==> src/rtl/disk_xfer_seq_if.sv <==
// Bundles the host, buffer and disk signals of the block transfer sequencer.
// master: the sequencer side. It drives the disk commands, the block address
//         and the status outputs, and receives requests and disk strobes.
// slave:  the environment side (host, FIFOs and disk). It drives start and
//         its parameters, abort, the FIFO levels, command_ready and the strobes.
interface disk_xfer_seq_if;
  logic        start;
  logic        is_write;
  logic [31:0] start_block;
  logic [15:0] block_count;
  logic        abort;
  logic        wfifo_full_block;
  logic        rfifo_room_block;
  logic        command_ready;
  logic        write_data_enable;
  logic        read_data_enable;
  logic        read_cmd;
  logic        write_cmd;
  logic [31:0] block_address;
  logic        busy;
  logic        done;
  logic        error;
  logic        aborted;
  logic [15:0] blocks_done;

  modport master (
    input  start, is_write, start_block, block_count, abort,
           wfifo_full_block, rfifo_room_block, command_ready,
           write_data_enable, read_data_enable,
    output read_cmd, write_cmd, block_address, busy, done, error,
           aborted, blocks_done
  );

  modport slave (
    output start, is_write, start_block, block_count, abort,
           wfifo_full_block, rfifo_room_block, command_ready,
           write_data_enable, read_data_enable,
    input  read_cmd, write_cmd, block_address, busy, done, error,
           aborted, blocks_done
  );
endinterface

==> src/rtl/disk_xfer_seq.sv <==
// Multi-block disk transfer sequencer. For each block it waits for FIFO
// space or data, issues one read or write command, counts BLOCK_WORDS data
// strobes, and then advances the block address. The transfer can be aborted
// after the block in progress. Any wait state that lasts TIMEOUT cycles ends
// the transfer with error set.
// Ports:
//   clk   - single clock; all logic is on the rising edge.
//   reset - asynchronous, active-high; clears all state and outputs.
//   bus   - disk_xfer_seq_if.master; start/parameters, abort, FIFO levels,
//           disk handshake in; commands, address and status out.
module disk_xfer_seq #(
  parameter int BLOCK_WORDS = 256,
  parameter int TIMEOUT     = 4096
) (
  input  logic             clk,
  input  logic             reset,
  disk_xfer_seq_if.master  bus
);

  localparam int WCNT_W = $clog2(BLOCK_WORDS + 1);
  localparam int TCNT_W = $clog2(TIMEOUT + 1);
  localparam logic [WCNT_W-1:0] WORDS_FULL = WCNT_W'(BLOCK_WORDS);
  localparam logic [TCNT_W-1:0] TOUT_LAST  = TCNT_W'(TIMEOUT - 1);

  typedef enum logic [2:0] {
    IDLE    = 3'd0,
    WAITBUF = 3'd1,
    ISSUE   = 3'd2,
    XFER    = 3'd3,
    FINISH  = 3'd4
  } state_t;

  state_t              state_r;
  logic                dir_r;      // 1 = write to disk
  logic [15:0]         count_r;
  logic [31:0]         addr_r;
  logic [15:0]         bdone_r;
  logic [WCNT_W-1:0]   wcnt_r;
  logic [TCNT_W-1:0]   tcnt_r;
  logic                issued_r;   // command has been seen with command_ready high
  logic                rd_r;
  logic                wr_r;
  logic                busy_r;
  logic                done_r;
  logic                err_r;
  logic                ab_r;

  logic                buf_ok_s;
  logic                act_strobe_s;
  logic                oth_strobe_s;
  logic                timeout_s;
  logic [15:0]         bdone_next_s;

  assign buf_ok_s     = dir_r ? bus.wfifo_full_block : bus.rfifo_room_block;
  assign act_strobe_s = dir_r ? bus.write_data_enable : bus.read_data_enable;
  assign oth_strobe_s = dir_r ? bus.read_data_enable : bus.write_data_enable;
  // This cycle is the TIMEOUT-th one spent in the current wait.
  assign timeout_s    = (tcnt_r == TOUT_LAST);
  assign bdone_next_s = bdone_r + 16'd1;

  // Sequencer state machine with all outputs registered.
  always_ff @(posedge clk or posedge reset) begin
    if (reset) begin
      state_r  <= IDLE;
      dir_r    <= 1'b0;
      count_r  <= 16'd0;
      addr_r   <= 32'd0;
      bdone_r  <= 16'd0;
      wcnt_r   <= '0;
      tcnt_r   <= '0;
      issued_r <= 1'b0;
      rd_r     <= 1'b0;
      wr_r     <= 1'b0;
      busy_r   <= 1'b0;
      done_r   <= 1'b0;
      err_r    <= 1'b0;
      ab_r     <= 1'b0;
    end else begin
      done_r <= 1'b0;
      case (state_r)
        IDLE: begin
          rd_r   <= 1'b0;
          wr_r   <= 1'b0;
          tcnt_r <= '0;
          if (bus.start) begin
            dir_r    <= bus.is_write;
            addr_r   <= bus.start_block;
            count_r  <= bus.block_count;
            bdone_r  <= 16'd0;
            err_r    <= 1'b0;
            ab_r     <= 1'b0;
            busy_r   <= 1'b1;
            wcnt_r   <= '0;
            issued_r <= 1'b0;
            state_r  <= (bus.block_count == 16'd0) ? FINISH : WAITBUF;
          end
        end

        WAITBUF: begin
          rd_r <= 1'b0;
          wr_r <= 1'b0;
          if (bus.abort) begin
            ab_r    <= 1'b1;
            tcnt_r  <= '0;
            state_r <= FINISH;
          end else if (buf_ok_s) begin
            issued_r <= 1'b0;
            tcnt_r   <= '0;
            state_r  <= ISSUE;
          end else if (timeout_s) begin
            err_r   <= 1'b1;
            tcnt_r  <= '0;
            state_r <= FINISH;
          end else begin
            tcnt_r <= tcnt_r + TCNT_W'(1);
          end
        end

        ISSUE: begin
          // The command follows command_ready until the disk takes it, which
          // is signalled by command_ready falling after the command was seen.
          if (bus.command_ready) begin
            rd_r     <= ~dir_r;
            wr_r     <= dir_r;
            issued_r <= 1'b1;
          end
          if (!bus.command_ready && issued_r) begin
            rd_r    <= 1'b0;
            wr_r    <= 1'b0;
            wcnt_r  <= '0;
            tcnt_r  <= '0;
            state_r <= XFER;
          end else if (timeout_s) begin
            rd_r    <= 1'b0;
            wr_r    <= 1'b0;
            err_r   <= 1'b1;
            tcnt_r  <= '0;
            state_r <= FINISH;
          end else begin
            tcnt_r <= tcnt_r + TCNT_W'(1);
          end
        end

        XFER: begin
          rd_r <= 1'b0;
          wr_r <= 1'b0;
          if (oth_strobe_s) begin
            err_r <= 1'b1;
          end
          if (act_strobe_s) begin
            if (wcnt_r == WORDS_FULL) begin
              err_r <= 1'b1;  // overrun; the count saturates
            end else begin
              wcnt_r <= wcnt_r + WCNT_W'(1);
            end
          end
          if ((wcnt_r == WORDS_FULL) && bus.command_ready) begin
            bdone_r <= bdone_next_s;
            addr_r  <= addr_r + 32'd1;
            wcnt_r  <= '0;
            tcnt_r  <= '0;
            if (bdone_next_s == count_r) begin
              state_r <= FINISH;
            end else if (bus.abort) begin
              ab_r    <= 1'b1;
              state_r <= FINISH;
            end else begin
              state_r <= WAITBUF;
            end
          end else if (act_strobe_s) begin
            tcnt_r <= '0;
          end else if (timeout_s) begin
            err_r   <= 1'b1;
            tcnt_r  <= '0;
            state_r <= FINISH;
          end else begin
            tcnt_r <= tcnt_r + TCNT_W'(1);
          end
        end

        FINISH: begin
          rd_r    <= 1'b0;
          wr_r    <= 1'b0;
          done_r  <= 1'b1;
          busy_r  <= 1'b0;
          tcnt_r  <= '0;
          state_r <= IDLE;
        end

        default: begin
          rd_r    <= 1'b0;
          wr_r    <= 1'b0;
          busy_r  <= 1'b0;
          tcnt_r  <= '0;
          state_r <= IDLE;
        end
      endcase
    end
  end

  assign bus.read_cmd      = rd_r;
  assign bus.write_cmd     = wr_r;
  assign bus.block_address = addr_r;
  assign bus.busy          = busy_r;
  assign bus.done          = done_r;
  assign bus.error         = err_r;
  assign bus.aborted       = ab_r;
  assign bus.blocks_done   = bdone_r;

endmodule

==> src/flat_wrapper.sv <==
// flat-port wrapper written by rule: the top's interface ports become plain ports
module disk_xfer_seq_flat 
#(
  parameter int BLOCK_WORDS = 256,
  parameter int TIMEOUT     = 4096
)
  (clk, reset, bus_start, bus_is_write, bus_start_block, bus_block_count, bus_abort, bus_wfifo_full_block, bus_rfifo_room_block, bus_command_ready, bus_write_data_enable, bus_read_data_enable, bus_read_cmd, bus_write_cmd, bus_block_address, bus_busy, bus_done, bus_error, bus_aborted, bus_blocks_done);
  disk_xfer_seq_if bus_i ();
  input  logic clk;
  input  logic reset;
  input wire logic [$bits(bus_i.start)-1:0] bus_start;
  input wire logic [$bits(bus_i.is_write)-1:0] bus_is_write;
  input wire logic [$bits(bus_i.start_block)-1:0] bus_start_block;
  input wire logic [$bits(bus_i.block_count)-1:0] bus_block_count;
  input wire logic [$bits(bus_i.abort)-1:0] bus_abort;
  input wire logic [$bits(bus_i.wfifo_full_block)-1:0] bus_wfifo_full_block;
  input wire logic [$bits(bus_i.rfifo_room_block)-1:0] bus_rfifo_room_block;
  input wire logic [$bits(bus_i.command_ready)-1:0] bus_command_ready;
  input wire logic [$bits(bus_i.write_data_enable)-1:0] bus_write_data_enable;
  input wire logic [$bits(bus_i.read_data_enable)-1:0] bus_read_data_enable;
  output wire logic [$bits(bus_i.read_cmd)-1:0] bus_read_cmd;
  output wire logic [$bits(bus_i.write_cmd)-1:0] bus_write_cmd;
  output wire logic [$bits(bus_i.block_address)-1:0] bus_block_address;
  output wire logic [$bits(bus_i.busy)-1:0] bus_busy;
  output wire logic [$bits(bus_i.done)-1:0] bus_done;
  output wire logic [$bits(bus_i.error)-1:0] bus_error;
  output wire logic [$bits(bus_i.aborted)-1:0] bus_aborted;
  output wire logic [$bits(bus_i.blocks_done)-1:0] bus_blocks_done;
  assign bus_i.start = bus_start;
  assign bus_i.is_write = bus_is_write;
  assign bus_i.start_block = bus_start_block;
  assign bus_i.block_count = bus_block_count;
  assign bus_i.abort = bus_abort;
  assign bus_i.wfifo_full_block = bus_wfifo_full_block;
  assign bus_i.rfifo_room_block = bus_rfifo_room_block;
  assign bus_i.command_ready = bus_command_ready;
  assign bus_i.write_data_enable = bus_write_data_enable;
  assign bus_i.read_data_enable = bus_read_data_enable;
  assign bus_read_cmd = bus_i.read_cmd;
  assign bus_write_cmd = bus_i.write_cmd;
  assign bus_block_address = bus_i.block_address;
  assign bus_busy = bus_i.busy;
  assign bus_done = bus_i.done;
  assign bus_error = bus_i.error;
  assign bus_aborted = bus_i.aborted;
  assign bus_blocks_done = bus_i.blocks_done;
  disk_xfer_seq #(.BLOCK_WORDS(BLOCK_WORDS), .TIMEOUT(TIMEOUT)) u_core (.clk(clk), .reset(reset), .bus(bus_i));
endmodule
==> config.mk <==
export PLATFORM = sky130hd
export DESIGN_NAME = disk_xfer_seq_flat
export DESIGN_NICKNAME = d
export VERILOG_FILES = /design/src/rtl/disk_xfer_seq_if.sv /design/src/rtl/disk_xfer_seq.sv /design/src/flat_wrapper.sv
export SDC_FILE = /design/constraint.sdc
export NUM_CORES = 1
export LEC_CHECK = 0
export CORE_MARGIN = 3
export CORE_UTILIZATION = 53
export DETAILED_ROUTE_END_ITERATION = 12
export GPL_TIMING_DRIVEN = 0
export PLACE_DENSITY = 0.83
export SKIP_LAST_GASP = 1
export SLEW_MARGIN = 20
export SYNTH_ARGS = -nofsm -noshare
export SYNTH_HDL_FRONTEND = slang
export SYNTH_SLANG_ARGS = --single-unit
==> constraint.sdc <==
create_clock -name clk -period 4.15 [get_ports clk]
set_input_delay 1.0375 -clock clk [delete_from_list [all_inputs] [get_ports clk]]
set_output_delay 1.0375 -clock clk [all_outputs]
set_load 0.01 [all_outputs]
==> results of run 1 <==
where the power goes:
group	switching, W	internal [W]
registers	0.000307	0.00122
logic	0.00103	0.000840
clock network	0.000338	0.000235
total	0.00168	0.00229
worst min path at each step:
stage,cells past startpoint,to,startpoint,slack [ns]
after CTS,1,u_core.tcnt_r[0],u_core.tcnt_r[0],0.48
final,1,u_core.tcnt_r[0],u_core.tcnt_r[0],0.48
after detailed placement,1,u_core.tcnt_r[0],u_core.tcnt_r[0],0.47
after floorplan,1,u_core.tcnt_r[0],u_core.tcnt_r[0],0.45
after global placement,1,u_core.tcnt_r[0],u_core.tcnt_r[0],0.46
after global routing,2,u_core.count_r[8],u_core.count_r[8],0.53
worst register-to-register path, stage by stage, from the launching register on:
cell and delay, ns:
dfrtp_1 0.43, inv_1 0.08, ha_1 0.18, nor4bb_1 0.43
nand4_1 0.25, nand2_1 0.41, clkbuf_1 0.46, o21ai_0 0.19
o21a_1 0.14
state kept, by name (all words and copies together), names as in the netlist, 3 cells and up:
register / flops
u_core.state_r: 3
u_core.tcnt_r: 13
u_core.wcnt_r: 9
u_core.count_r: 16
u_core.bus.block_address: 32
u_core.bus.blocks_done: 16
cells in the final DEF, fill, tap and decap left out, types with 15 or more instances in the layout:
master / instances
nor2_1: 76
clkdlybuf4s50_1: 110
o21ai_0: 27
and3_1: 15
clkbuf_1: 27
xnor2_1: 19
o21ai_1: 30
nand2_1: 114
a31oi_1: 15
dfrtp_1: 97
a21oi_1: 41
xor2_1: 18
nand3_1: 30
nand4_1: 19
kinds of logic after synthesis:
group	count (synthesis)
compound gates	181
xor+xnor	37
fa+ha+maj	5
buf+inv	54
flops	97
mux	5
simple gates	313
through the flow:
stage,cell area [um2],instances,utilization
finish,7220,955,0.693
global route,7220,955,0.693
CTS,7220,955,0.693
detailed placement,7050,939,0.677
global placement,7020,938,0.674
floorplan,5750,692,-
cells in the mapped netlist (11+ instances only):
library cell  instances
xnor2_1              19
nand4_1              19
dfrtp_1              97
buf_2                11
o22a_1               13
inv_1                14
nor2_1               76
xor2_1               18
and3_1               15
a31oi_1              15
o21ai_0              27
nand3_1              30
nand2_1             114
o21ai_1              30
clkbuf_1             25
a21oi_1              41
nor4_1               11
per-layer routing:
layer / wire length (um) / up-vias
met2: 8430 / 308
met1: 7130 / 2876
li1: - / 2729
met5: 0 / -
met4: 330 / 0
met3: 1480 / 34
layout make-up:
cell class | count | share of cell area
clock inverter | 4 | 0.00398
tap | 136 | 0.0236
multi-input combinational | 541 | 0.429
sequential | 97 | 0.336
inverter | 14 | 0.00797
buffer | 40 | 0.0227
timing repair buffer | 111 | 0.156
clock buffer | 12 | 0.0201
==> flow_metrics.env, run 1 <==
export IMPL_path_buf_inv=1
export IMPL_grt_util_all_layers=0.290
export IMPL_cts_setup_buffers=0
export IMPL_pre_cts_ws_ns=0.948
export IMPL_fmax_ghz=0.352
export IMPL_cts_inserted_buffers=9
export IMPL_synth_nets=755
export IMPL_whs_ns=0.481
export IMPL_reg2reg_depth=8
export IMPL_drv_slew=0
export IMPL_netlist_top_cell_by_area="dfrtp_1"
export IMPL_synth_cell_type_count=64
export IMPL_crit_arrival_ns=3.10
export IMPL_fin_setup_tns_ns=0
export IMPL_total_power_w=0.00397
export IMPL_min_period_ns=2.84
export IMPL_postSynth_asyncResetShare=1.00
export IMPL_yosys_top_cells_area="dfrtp_1 42%, nand2_1 7.4%, nor2_1 5.0%"
export IMPL_slowest_delay_ns=0.66
export IMPL_core_area_um2=10400
export IMPL_grt_max_degree=69
export IMPL_vdd_drop_max_mv=0.252
export IMPL_ctsResizeCount=0
export IMPL_critPathKind="input port to flop"
export IMPL_htree_levels=3
export IMPL_clock_path_buffers=2
export IMPL_regToRegEndpoint="u_core.bus.block_address[24]"
export IMPL_worstHoldPathType="flop to flop"
export IMPL_slew_headroom=0.512
export IMPL_grt_busiest_layer="met2"
export IMPL_finalHoldViolCount=0
export IMPL_die_height_um=110
export IMPL_postCtsHoldBufs=0
export IMPL_postRouteAntennaNets=0
export IMPL_cp_required_ns=4.41
export IMPL_met1_usage=0.397
export IMPL_leakage_nw=2.96
export IMPL_crit_path_top_delay_cell="nor4_1"
export IMPL_post_route_period_util=0.685
export IMPL_syn_instance_count=692
export IMPL_gr_total_overflow=0
export IMPL_grt_pass1_vias=5560
export IMPL_fillCellCount=858
export IMPL_crit_chain="clkdlybuf4s50_1 -> nor4_1 -> nand4_1 -> a21oi_1 -> o21ai_0 -> a22o_1 -> a21o_1"
export IMPL_crit_path_end_kind="flop"
export IMPL_cts_root_buffer="clkbuf_8"
export IMPL_gp_congestion=0.936
export IMPL_seq_area_um2=2430
export IMPL_rrSetupSlack_ns=1.48
export IMPL_synth_top_family_by_area="simple AND/OR/NAND/NOR gates"
export IMPL_dieArea_um2=12100
export IMPL_rows=37
export IMPL_synth_mux_area_frac=0.00893
export IMPL_crit_fanout=2
export IMPL_n_antenna_cell=0
export IMPL_power_density_nw_per_um2=550
export IMPL_numPortBuffers=110
export IMPL_synth_fa_ha_area_frac=0.0109
export IMPL_synth_edf_count=0
export IMPL_synth_top_area_share=0.422
export IMPL_setup_viol=0
export IMPL_dpl_hpwl_um=12700
export IMPL_drc=0
export IMPL_synth_compound_area_frac=0.202
export IMPL_drive_above_1_share=0.0476
export IMPL_wl_per_cell_um=18.2
export IMPL_start_kind="input port"
export IMPL_cts_tree="built"
export IMPL_yosys_area_share_simple=0.262
export IMPL_path_clk_slew_ns=0.09
export IMPL_ys_warn_count=0
export IMPL_grt_use_met2=0.471
export IMPL_synth_ff_type="dfrtp_1"
export IMPL_drv_cap=0
export IMPL_first_iter_violations=558
export IMPL_syn_area_per_cell_um2=8.30
export IMPL_outcome="finished, final reports clean"
export IMPL_cpLargestDelayFamily="simple AND/OR/NAND/NOR gates"
export IMPL_io_pins=112
export IMPL_vias=5947
export IMPL_timing_rr_start="u_core.wcnt_r[0]"
export IMPL_initial_core_util=0.552
export IMPL_drt_vias_per_instance=6.23
export IMPL_multiInputGateArea_um2=3100
export IMPL_die_x_um=110
export IMPL_fin_skew_ns=0.0127
export IMPL_antenna_found_initial=0
export IMPL_cts_sinks=97
export IMPL_worstSetupEndpoint="u_core.state_r[0]"
export IMPL_met3_usage=0.0513
export IMPL_clock_latency_ns=0.37
export IMPL_synth_seq_area_share=0.422
export IMPL_area_growth_pct=25.7
export IMPL_dr_pass1_iters=8
export IMPL_path_depth=7
export IMPL_nets=877
export IMPL_grt_pass1_wl_um=27600
export IMPL_tightest_slew_ns=0.728
export IMPL_synth_seq_cells=97
export IMPL_fin_ws_ns=1.31
export IMPL_cp_startpoint="bus_block_count[11]"
export IMPL_synth_area_um2=5750
export IMPL_synth_xor_area_frac=0.0564
export IMPL_drt_total_wl_um=17400
export IMPL_rsz0062_at_grt="no"
Power figures use the tool's default switching activity.
==> run 2, diff against run 1 <==
--- a/config.mk
+++ b/config.mk
@@ -6,10 +6,10 @@
 export NUM_CORES = 1
 export LEC_CHECK = 0
 export CORE_MARGIN = 3
-export CORE_UTILIZATION = 53
+export CORE_UTILIZATION = 48
 export DETAILED_ROUTE_END_ITERATION = 12
 export GPL_TIMING_DRIVEN = 0
-export PLACE_DENSITY = 0.83
+export PLACE_DENSITY = 0.8
 export SKIP_LAST_GASP = 1
 export SLEW_MARGIN = 20
 export SYNTH_ARGS = -nofsm -noshare
==> constraint.sdc (replaced) <==
create_clock -name clk -period 2.6 [get_ports clk]
set_input_delay 0.65 -clock clk [delete_from_list [all_inputs] [get_ports clk]]
set_output_delay 0.65 -clock clk [all_outputs]
set_load 0.01 [all_outputs]
==> flow_metrics.env, run 2 (synthesis results as in run 1) <==
export IMPL_postRouteAntennaNets=0
export IMPL_drive_above_1_share=0.0560
export IMPL_n_antenna_cell=0
export IMPL_layout_commonest_cell="nand2_1"
export IMPL_vdd_drop_max_mv=0.407
export IMPL_cts_setup_buffers=0
export IMPL_gp_congestion=0.921
export IMPL_cp_required_ns=2.80
export IMPL_cts_root_buffer="clkbuf_16"
export IMPL_die_x_um=115
export IMPL_wl_per_cell_um=18.0
export IMPL_drv_cap=0
export IMPL_clock_path_buffers=2
export IMPL_setup_viol=0
export IMPL_dpl_hpwl_um=12800
export IMPL_core_area_um2=11600
export IMPL_worstHoldPathType="flop to flop"
export IMPL_hold_path_startpoint="u_core.tcnt_r[0]"
export IMPL_finish_instance_area_um2=7410
export IMPL_drt_vias_per_instance=6.01
export IMPL_postCtsHoldBufs=0
export IMPL_cts_sinks=97
export IMPL_area_growth_pct=28.9
export IMPL_rows=39
export IMPL_first_iter_violations=590
export IMPL_clock_latency_ns=0.35
export IMPL_crit_path_end_kind="flop"
export IMPL_fin_skew_ns=0.00901
export IMPL_htree_levels=3
export IMPL_gr_total_overflow=0
export IMPL_grt_pass1_wl_um=28000
export IMPL_min_period_ns=2.50
export IMPL_finalHoldViolCount=0
export IMPL_outcome="finished, final reports clean"
export IMPL_critPathKind="flop to flop"
export IMPL_cpLargestDelayFamily="buffers and inverters"
export IMPL_grt_max_degree=32
export IMPL_die_height_um=115
export IMPL_slowest_delay_ns=0.47
export IMPL_cts_tree="built"
export IMPL_tightest_slew_ns=0.632
export IMPL_path_buf_inv=2
export IMPL_antenna_found_initial=0
export IMPL_dpl_cell_area_um2=7090
export IMPL_numPortBuffers=110
export IMPL_cp_startpoint="u_core.state_r[2]"
export IMPL_path_clk_slew_ns=0.07
export IMPL_crit_fanout=10
export IMPL_slew_headroom=0.567
export IMPL_fin_setup_tns_ns=0
export IMPL_drv_slew=0
export IMPL_crit_arrival_ns=2.70
export IMPL_grt_pass1_vias=5521
export IMPL_crit_chain="and3b_1 -> clkbuf_1 -> nand4_1 -> nand2_1 -> clkbuf_1 -> a21oi_1"
export IMPL_dieArea_um2=13300
export IMPL_leakage_nw=3.04
export IMPL_ctsResizeCount=0
export IMPL_crit_path_top_delay_cell="clkbuf_1"
export IMPL_nets=879
export IMPL_grt_util_all_layers=0.268
export IMPL_most_common_layout_cells="114 x nand2_1, 110 x clkdlybuf4s50_1, 97 x dfrtp_1"
export IMPL_drt_total_wl_um=17400
export IMPL_timing_rr_start="u_core.state_r[2]"
export IMPL_io_pins=112
export IMPL_dr_pass1_iters=5
export IMPL_initial_core_util=0.497
export IMPL_post_route_period_util=0.960
export IMPL_power_density_nw_per_um2=905
export IMPL_cts_inserted_buffers=9
export IMPL_drc=0
export IMPL_fmax_ghz=0.401
export IMPL_vias=5792
export IMPL_total_power_w=0.00671
export IMPL_start_kind="flop"
export IMPL_largest_reg_flops=32
export IMPL_path_common_cell="clkbuf_1"
==> run 2: cell type report <==
class / instances / area [um2]
inverter: 14 / 56.3
sequential: 97 / 2430
timing repair buffer: 113 / 1160
clock buffer: 14 / 264
clock inverter: 2 / 12.5
fill: 973 / 4160
tap: 143 / 179
buffer: 40 / 165
multi-input combinational: 541 / 3140
==> run 2: path summary, 6_finish.rpt <==
kind,end,slack (ns),cells past startpoint
setup / recovery,u_core.bus.block_address[8],0.10,6
min in group asynchronous,u_core.count_r[3],0.58,2
max in group asynchronous,u_core.bus.block_address[18],1.36,4
hold reg to reg,u_core.tcnt_r[0],0.50,1
hold / removal,u_core.tcnt_r[0],0.50,1
setup reg to reg,u_core.bus.block_address[8],0.10,6
==> run 2: metal layers <==
layer | GRT usage | up-vias | wire length [um]
met3 | 0.0379 | 42 | 1180
met4 | 0.109 | 0 | 461
met1 | 0.357 | 2779 | 7310
met5 | 0 | - | 0
met2 | 0.441 | 248 | 8410
li1 | - | 2723 | -
==> run 2: report_power, final <==
| group | switching (W) | internal, W | leakage, nW |
|---|---|---|---|
| registers | 0.000490 | 0.00195 | 1.23 |
| clock network | 0.000585 | 0.000702 | 0.133 |
| logic | 0.00163 | 0.00135 | 1.68 |
==> run 2: metrics by stage <==
step                 util  std cells  setup slack (ns)  hold WS (ns)
floorplan               -        692             0.487         0.447
global placement    0.608        945            -0.223         0.463
detailed placement  0.613        948           -0.0816         0.492
CTS                 0.637        964            0.0602         0.505
global route        0.640        964          -0.00939         0.520
finish              0.640        964             0.105         0.502
